[config.mk]
export PLATFORM = sky130hd
export DESIGN_NAME = alu_cmd_sequencer_flat
export DESIGN_NICKNAME = d
export VERILOG_FILES = /design/src/rtl/alu_cmd_sequencer_if.sv /design/src/rtl/alu_cmd_sequencer.sv /design/src/flat_wrapper.sv
export SDC_FILE = /design/constraint.sdc
export NUM_CORES = 1
export LEC_CHECK = 0
export ABC_AREA = 1
export BUFFER_PORTS_ARGS = -buffer_cell sky130_fd_sc_hd__buf_2
export CAP_MARGIN = 25
export CORE_MARGIN = 5
export CORE_UTILIZATION = 30
export CTS_BUF_LIST = sky130_fd_sc_hd__clkbuf_4 sky130_fd_sc_hd__clkbuf_8 sky130_fd_sc_hd__clkbuf_16
export CTS_CLUSTER_DIAMETER = 30
export DETAILED_ROUTE_END_ITERATION = 8
export HOLD_SLACK_MARGIN = 0.1
export PLACE_DENSITY_LB_ADDON = 0.08
export SLEW_MARGIN = 0
export SYNTH_ARGS = -nofsm -noshare
export SYNTH_HDL_FRONTEND = slang
export SYNTH_SLANG_ARGS = --single-unit
[constraint.sdc]
create_clock -name clk -period 3.3 [get_ports clk]
set_clock_uncertainty 0.15 [all_clocks]
set_input_delay 0.66 -clock clk [delete_from_list [all_inputs] [get_ports clk]]
set_output_delay 0.66 -clock clk [all_outputs]
set_load 0.005 [all_outputs]
[src/rtl/alu_cmd_sequencer_if.sv]
// Purpose: command, ALU-drive and response signals of alu_cmd_sequencer.
//   master : the sequencer side (drives cmd_ready, ALU controls, response)
//   slave  : the environment side (command source, ALU, response consumer)
// Signals:
//   cmd_data/cmd_valid/cmd_ready      command byte stream
//   alu_in/ctrl_in/alu_out            ALU operand, control and result bytes
//   rsp_result/rsp_flags/rsp_valid/rsp_ready  response port
interface alu_cmd_sequencer_if;
  logic [7:0] cmd_data;
  logic       cmd_valid;
  logic       cmd_ready;
  logic [7:0] alu_in;
  logic [7:0] ctrl_in;
  logic [7:0] alu_out;
  logic [7:0] rsp_result;
  logic [2:0] rsp_flags;
  logic       rsp_valid;
  logic       rsp_ready;

  modport master (
    input  cmd_data, cmd_valid, alu_out, rsp_ready,
    output cmd_ready, alu_in, ctrl_in, rsp_result, rsp_flags, rsp_valid
  );

  modport slave (
    output cmd_data, cmd_valid, alu_out, rsp_ready,
    input  cmd_ready, alu_in, ctrl_in, rsp_result, rsp_flags, rsp_valid
  );
endinterface

[src/rtl/alu_cmd_sequencer.sv]
// Purpose: accepts 3-byte ALU commands (ctrl, A, B), steps the downstream ALU
//   through its READ_A/READ_B/CALC/STATUS phases, captures result and flags
//   and returns them on a valid/ready response port. One command in flight.
// Ports:
//   clk    clock, all logic on posedge
//   rst_n  synchronous active-low reset
//   bus    alu_cmd_sequencer_if.master (command in, ALU drive, response out)
//   busy   high in every state except IDLE
// Parameters:
//   PHASE_CYCLES  cycles each ALU phase is held (>= 3, ALU has a 2-cycle lag)
// Configuration:
//   CMD_CHAIN_EN  when defined, byte0 bit1 = 1 makes a 2-byte command whose
//                 A operand is the result of the previous completed command.
module alu_cmd_sequencer #(
  parameter int unsigned PHASE_CYCLES = 3
) (
  input  logic                 clk,
  input  logic                 rst_n,
  alu_cmd_sequencer_if.master  bus,
  output logic                 busy
);

  localparam int unsigned CNT_W = (PHASE_CYCLES > 1) ? $clog2(PHASE_CYCLES) : 1;
  localparam logic [CNT_W-1:0] CNT_LAST = CNT_W'(PHASE_CYCLES - 1);

  localparam logic [2:0] IDLE  = 3'd0;
  localparam logic [2:0] GET_A = 3'd1;
  localparam logic [2:0] GET_B = 3'd2;
  localparam logic [2:0] DRV_A = 3'd3;
  localparam logic [2:0] DRV_B = 3'd4;
  localparam logic [2:0] CALC  = 3'd5;
  localparam logic [2:0] STAT  = 3'd6;
  localparam logic [2:0] RESP  = 3'd7;

  logic [2:0]       state, state_nxt;
  logic [CNT_W-1:0] phase_cnt, cnt_nxt;
  logic [5:0]       op, op_nxt;          // {func[4:0], carry_in}
  logic [7:0]       opa, a_nxt;
  logic [7:0]       opb, b_nxt;
  logic [7:0]       result_nxt;
  logic [2:0]       flags_nxt;
  logic [7:0]       ctrl_nxt;
  logic [7:0]       alu_in_nxt;
  logic             cmd_ready_nxt;
  logic             rsp_valid_nxt;
  logic             busy_nxt;
  logic             cmd_fire;
  logic             rsp_fire;
  logic             phase_done;
`ifdef CMD_CHAIN_EN
  logic [7:0]       last_result, last_nxt;
`endif

  assign cmd_fire   = bus.cmd_valid & bus.cmd_ready;
  assign rsp_fire   = bus.rsp_valid & bus.rsp_ready;
  assign phase_done = (phase_cnt == CNT_LAST);

  // Next state, stored operands and registered-output next values
  always_comb begin
    state_nxt  = state;
    cnt_nxt    = phase_cnt;
    op_nxt     = op;
    a_nxt      = opa;
    b_nxt      = opb;
    result_nxt = bus.rsp_result;
    flags_nxt  = bus.rsp_flags;
`ifdef CMD_CHAIN_EN
    last_nxt   = last_result;
`endif

    case (state)
      IDLE: begin
        if (cmd_fire) begin
          op_nxt = bus.cmd_data[7:2];
`ifdef CMD_CHAIN_EN
          if (bus.cmd_data[1]) begin
            a_nxt     = last_result;
            state_nxt = GET_B;
          end else begin
            state_nxt = GET_A;
          end
`else
          state_nxt = GET_A;
`endif
        end
      end
      GET_A: begin
        if (cmd_fire) begin
          a_nxt     = bus.cmd_data;
          state_nxt = GET_B;
        end
      end
      GET_B: begin
        if (cmd_fire) begin
          b_nxt     = bus.cmd_data;
          cnt_nxt   = '0;
          state_nxt = DRV_A;
        end
      end
      DRV_A, DRV_B, CALC, STAT: begin
        if (phase_done) begin
          cnt_nxt = '0;
          case (state)
            DRV_A:   state_nxt = DRV_B;
            DRV_B:   state_nxt = CALC;
            CALC: begin
              result_nxt = bus.alu_out;
              state_nxt  = STAT;
            end
            default: begin
              flags_nxt = bus.alu_out[2:0];
              state_nxt = RESP;
            end
          endcase
        end else begin
          cnt_nxt = phase_cnt + CNT_W'(1);
        end
      end
      RESP: begin
        if (rsp_fire) begin
`ifdef CMD_CHAIN_EN
          last_nxt = bus.rsp_result;
`endif
          state_nxt = IDLE;
        end
      end
      default: state_nxt = IDLE;
    endcase

    // Outputs are decoded from the next state so they line up with it
    cmd_ready_nxt = (state_nxt == IDLE) || (state_nxt == GET_A) || (state_nxt == GET_B);
    rsp_valid_nxt = (state_nxt == RESP);
    busy_nxt      = (state_nxt != IDLE);

    // Outside the drive states ctrl_in keeps its last value (STATUS after a command)
    ctrl_nxt = bus.ctrl_in;
    case (state_nxt)
      DRV_A:      ctrl_nxt = {op_nxt, 2'b00};
      DRV_B:      ctrl_nxt = {op_nxt, 2'b01};
      CALC:       ctrl_nxt = {op_nxt, 2'b10};
      STAT, RESP: ctrl_nxt = {op_nxt, 2'b11};
      default:    ctrl_nxt = bus.ctrl_in;
    endcase

    alu_in_nxt = 8'h00;
    if (state_nxt == DRV_A) alu_in_nxt = a_nxt;
    if (state_nxt == DRV_B) alu_in_nxt = b_nxt;
  end

  // State and registered outputs
  always_ff @(posedge clk) begin
    if (!rst_n) begin
      state          <= IDLE;
      phase_cnt      <= '0;
      op             <= '0;
      opa            <= '0;
      opb            <= '0;
      bus.rsp_result <= '0;
      bus.rsp_flags  <= '0;
      bus.ctrl_in    <= '0;
      bus.alu_in     <= '0;
      bus.cmd_ready  <= 1'b0;
      bus.rsp_valid  <= 1'b0;
      busy           <= 1'b0;
`ifdef CMD_CHAIN_EN
      last_result    <= '0;
`endif
    end else begin
      state          <= state_nxt;
      phase_cnt      <= cnt_nxt;
      op             <= op_nxt;
      opa            <= a_nxt;
      opb            <= b_nxt;
      bus.rsp_result <= result_nxt;
      bus.rsp_flags  <= flags_nxt;
      bus.ctrl_in    <= ctrl_nxt;
      bus.alu_in     <= alu_in_nxt;
      bus.cmd_ready  <= cmd_ready_nxt;
      bus.rsp_valid  <= rsp_valid_nxt;
      busy           <= busy_nxt;
`ifdef CMD_CHAIN_EN
      last_result    <= last_nxt;
`endif
    end
  end

endmodule

[src/flat_wrapper.sv]
// flat-port wrapper written by rule: the top's interface ports become plain ports
module alu_cmd_sequencer_flat 
#(
  parameter int unsigned PHASE_CYCLES = 3
)
  (clk, rst_n, busy, bus_cmd_data, bus_cmd_valid, bus_alu_out, bus_rsp_ready, bus_cmd_ready, bus_alu_in, bus_ctrl_in, bus_rsp_result, bus_rsp_flags, bus_rsp_valid);
  alu_cmd_sequencer_if bus_i ();
  input  logic clk;
  input  logic rst_n;
  output logic busy;
  input wire logic [$bits(bus_i.cmd_data)-1:0] bus_cmd_data;
  input wire logic [$bits(bus_i.cmd_valid)-1:0] bus_cmd_valid;
  input wire logic [$bits(bus_i.alu_out)-1:0] bus_alu_out;
  input wire logic [$bits(bus_i.rsp_ready)-1:0] bus_rsp_ready;
  output wire logic [$bits(bus_i.cmd_ready)-1:0] bus_cmd_ready;
  output wire logic [$bits(bus_i.alu_in)-1:0] bus_alu_in;
  output wire logic [$bits(bus_i.ctrl_in)-1:0] bus_ctrl_in;
  output wire logic [$bits(bus_i.rsp_result)-1:0] bus_rsp_result;
  output wire logic [$bits(bus_i.rsp_flags)-1:0] bus_rsp_flags;
  output wire logic [$bits(bus_i.rsp_valid)-1:0] bus_rsp_valid;
  assign bus_i.cmd_data = bus_cmd_data;
  assign bus_i.cmd_valid = bus_cmd_valid;
  assign bus_i.alu_out = bus_alu_out;
  assign bus_i.rsp_ready = bus_rsp_ready;
  assign bus_cmd_ready = bus_i.cmd_ready;
  assign bus_alu_in = bus_i.alu_in;
  assign bus_ctrl_in = bus_i.ctrl_in;
  assign bus_rsp_result = bus_i.rsp_result;
  assign bus_rsp_flags = bus_i.rsp_flags;
  assign bus_rsp_valid = bus_i.rsp_valid;
  alu_cmd_sequencer #(.PHASE_CYCLES(PHASE_CYCLES)) u_core (.clk(clk), .rst_n(rst_n), .bus(bus_i), .busy(busy));
endmodule
==> metrics.yaml <==
outcome:
  status: "finished, final reports clean"
placement:
  dpl_worst_slack_ns: 0.9513
  placed_area_um2: 2660
  hpwl_um: 4288
  gp_congestion: 0.7938
  io_buffers: 49
worst_setup_path:
  cp_max_fo: 11
  endpoint_kind: "flop"
  r2r_cells: 8
  r2r_slack_ns: 1.17
  crit_path_start_kind: "flop"
  cp.arrival_ns: 2.26
  required_ns: 3.43
  regToRegStartpoint: "u_core.state[0]$_SDFF_PN0_"
  r2r_end: "u_core.bus.alu_in[2]$_SDFF_PN0_"
  critical_path_class: "reg2reg"
synth:
  synth-warning-count: 0
  synth.distinct_cells: 24
  syn_inst: 303
  synth_fp_nets: 323
  ys_seq_area_share_pct: 48.93
  syn_area_per_cell_um2: 7.697
  syn-cell-area_um2: 2332
  ys_ff_latch: 57
  synthTopCellsByArea: "dfxtp_1 (49%), nand2_1 (11%), nor2_1 (8.5%), o21ai_0 (7.1%), inv_1 (4.7%)"
  synth_top_area_cell: "dfxtp_1"
  synth_top_cell_area_share_pct: 48.93
worst_hold_path:
  min_from: "u_core.bus.ctrl_in[0]$_SDFFE_PN0P_"
  holdPathStages: 2
  holdCritPathClass: "reg2reg"
  hold_end: "u_core.bus.ctrl_in[0]$_SDFFE_PN0P_"
drt:
  wire_per_inst_um: 12.73
  final_antenna_net_count: 0
  viasPerCell: 4.375
  wirelength_um: 5905
  vias: 2030
  drtPass1Iterations: 4
  route.detailed.drc: 0
  dr.first_iter.drc_count: 120
clock_network:
  clk_latency_ns: 0.33
  clock_path_buffers: 2
  ctsResizeCount: 0
  holdBufCountCts: 0
  clock-sinks: 57
  htree_levels: 3
  postCtsSetupBuffers: 0
  clk_pin_slew_ns: 0.08
  cts_root_buf: "clkbuf_8"
  cts_buffers: 9
  cts_tree: "yes"
floorplan:
  core_area_um2: 7647
  fp-row-count: 32
  start_util_pct: 30.50
  dieArea_um2: 9637
  die_h_um: 98.17
  die_w_um: 98.17
  ios: 50
sta:
  slew_headroom_pct: 68.01
  rsz0062_at_grt: "no"
  setup_viol: 0
  fmaxAchievable_mhz: 469.8
  post-route-period-util_pct: 64.50
  holdWs_ns: 0.2954
  maxSlewViolCount: 0
  setup_tns_ns: 0
  period_needed_ns: 2.128
  worst_pin_slew_ns: 0.4792
  finalHoldViolCount: 0
  setup_ws_ns: 1.172
cells_and_area:
  final_cell_area_um2: 2860
  area_growth_pct: 22.64
  fin_nets: 377
  layout-drive-gt1-share_pct: 25.41
  diodes: 0
global_route:
  grt_pass1_wl_um: 10130
  track_usage_pct: 13.15
  grt_overflow: 0
  grt_pass1_vias: 2020
  grt_max_degree: 18
  antenna_found_initial: 0
job:
  cap_viol_max_count: 0
pwr:
  power_mw: 1.475
  p_leak_nw: 1.449
  vdd_ir_drop_max_mv: 0.2427
  power.density_nw_per_um2: 515.6
-- metal layers --
| metal | wire length, µm | GRT usage, % |
|---|---|---|
| met1 | 3145 | 18.60 |
| met2 | 2472 | 18.38 |
| met3 | 230 | 4.286 |
| met4 | 56 | 5.252 |
| met5 | 0 | 0 |
-- cell usage after synthesis, drive strengths merged --
| library cell | n |
|---|---|
| a21oi | 8 |
| nor3 | 6 |
| nand3 | 11 |
| nand2 | 76 |
| o211a | 2 |
| inv | 34 |
| dfxtp | 57 |
| nand4 | 3 |
| nor2 | 59 |
| clkbuf | 4 |
| buf | 4 |
| o21ai | 34 |
| nand3b | 5 |
-- area by class of cell --
class | instances | area [µm²]
fill | 823 | 4787
sequential | 57 | 1141
multi-input combinational | 204 | 998.5
clock buffer | 11 | 145.1
tap | 102 | 127.6
timing repair buffer | 51 | 260.3
inverter | 34 | 132.6
clock inverter | 5 | 55.05
-- state kept, by name (all words and copies together) (netlist names) --
| signal | flops |
|---|---|
| u_core.bus.ctrl_in | 8 |
| u_core.bus.cmd_ready | 1 |
| u_core.op | 6 |
| u_core.bus.alu_in | 8 |
| u_core.bus.rsp_result | 8 |
| u_core.phase_cnt | 2 |
| u_core.bus.rsp_flags | 3 |
| u_core.bus.rsp_valid | 1 |
| u_core.state | 3 |
| u_core.opa | 8 |
| u_core.busy | 1 |
| u_core.opb | 8 |
-- worst max-delay path, cell delays in order, from the launching register on --
cell     delay [ns]
dfxtp_1        0.62
nand3_4        0.20
nor2_2         0.31
nor2_1         0.10
nand2_2        0.15
nand2_4        0.13
nor2_4         0.24
nand2_1        0.09
nand2_1        0.07
-- how the worst max path moves through the flow --
stage	slack, ns	start	to
2_1_floorplan	1.41	bus_cmd_valid	u_core.bus.alu_in[0]$_SDFF_PN0_
3_3_place_gp	1.05	bus_cmd_valid	u_core.bus.alu_in[2]$_SDFF_PN0_
3_5_place_dp	0.95	bus_cmd_valid	u_core.bus.alu_in[1]$_SDFF_PN0_
4_1_cts	1.17	u_core.state[0]$_SDFF_PN0_	u_core.bus.alu_in[6]$_SDFF_PN0_
5_1_grt	0.98	u_core.state[0]$_SDFF_PN0_	u_core.bus.alu_in[6]$_SDFF_PN0_
6_report	1.17	u_core.state[0]$_SDFF_PN0_	u_core.bus.alu_in[2]$_SDFF_PN0_
-- cells in the final DEF (no fill, tap or decap), types with 3 or more instances in the layout --
| master | n |
|---|---|
| nand4_1 | 3 |
| inv_1 | 29 |
| a21oi_1 | 8 |
| inv_2 | 3 |
| dfxtp_1 | 57 |
| nor2_2 | 3 |
| nand3_1 | 5 |
| nand3_2 | 3 |
| nand2_1 | 71 |
| nand3b_1 | 5 |
| buf_2 | 49 |
| nor2_4 | 3 |
| o21ai_0 | 33 |
| clkbuf_8 | 10 |
| nand3_4 | 3 |
| nand2_2 | 4 |
| nor3_1 | 4 |
| nor2_1 | 53 |
-- stage by stage --
step / instances / util, %
floorplan: 303 / -
global placement: 448 / 34.78
detailed placement: 448 / 34.78
CTS: 464 / 37.40
global route: 464 / 37.40
finish: 464 / 37.40
-- logic make-up (layout without fill, tap and decap cells) --
group                  count (synthesis)  after routing  synth area share [%]
AOI/OAI and AO/OA                     44             44                 10.03
buffers and inverters                 42            101                 8.261
DFF                                   57             57                 48.93
and+or+nand+nor                      160            160                 32.78
-- report_power, final --
group	total (mW)	leakage (nW)	internal [mW]	switching [mW]
registers	0.713	0.461	0.704	0.00904
logic	0.0984	0.889	0.0347	0.0638
clock network	0.664	0.0987	0.375	0.289
total	1.47	1.45	1.11	0.362
Note: power is estimated with default switching activity, not from simulation.
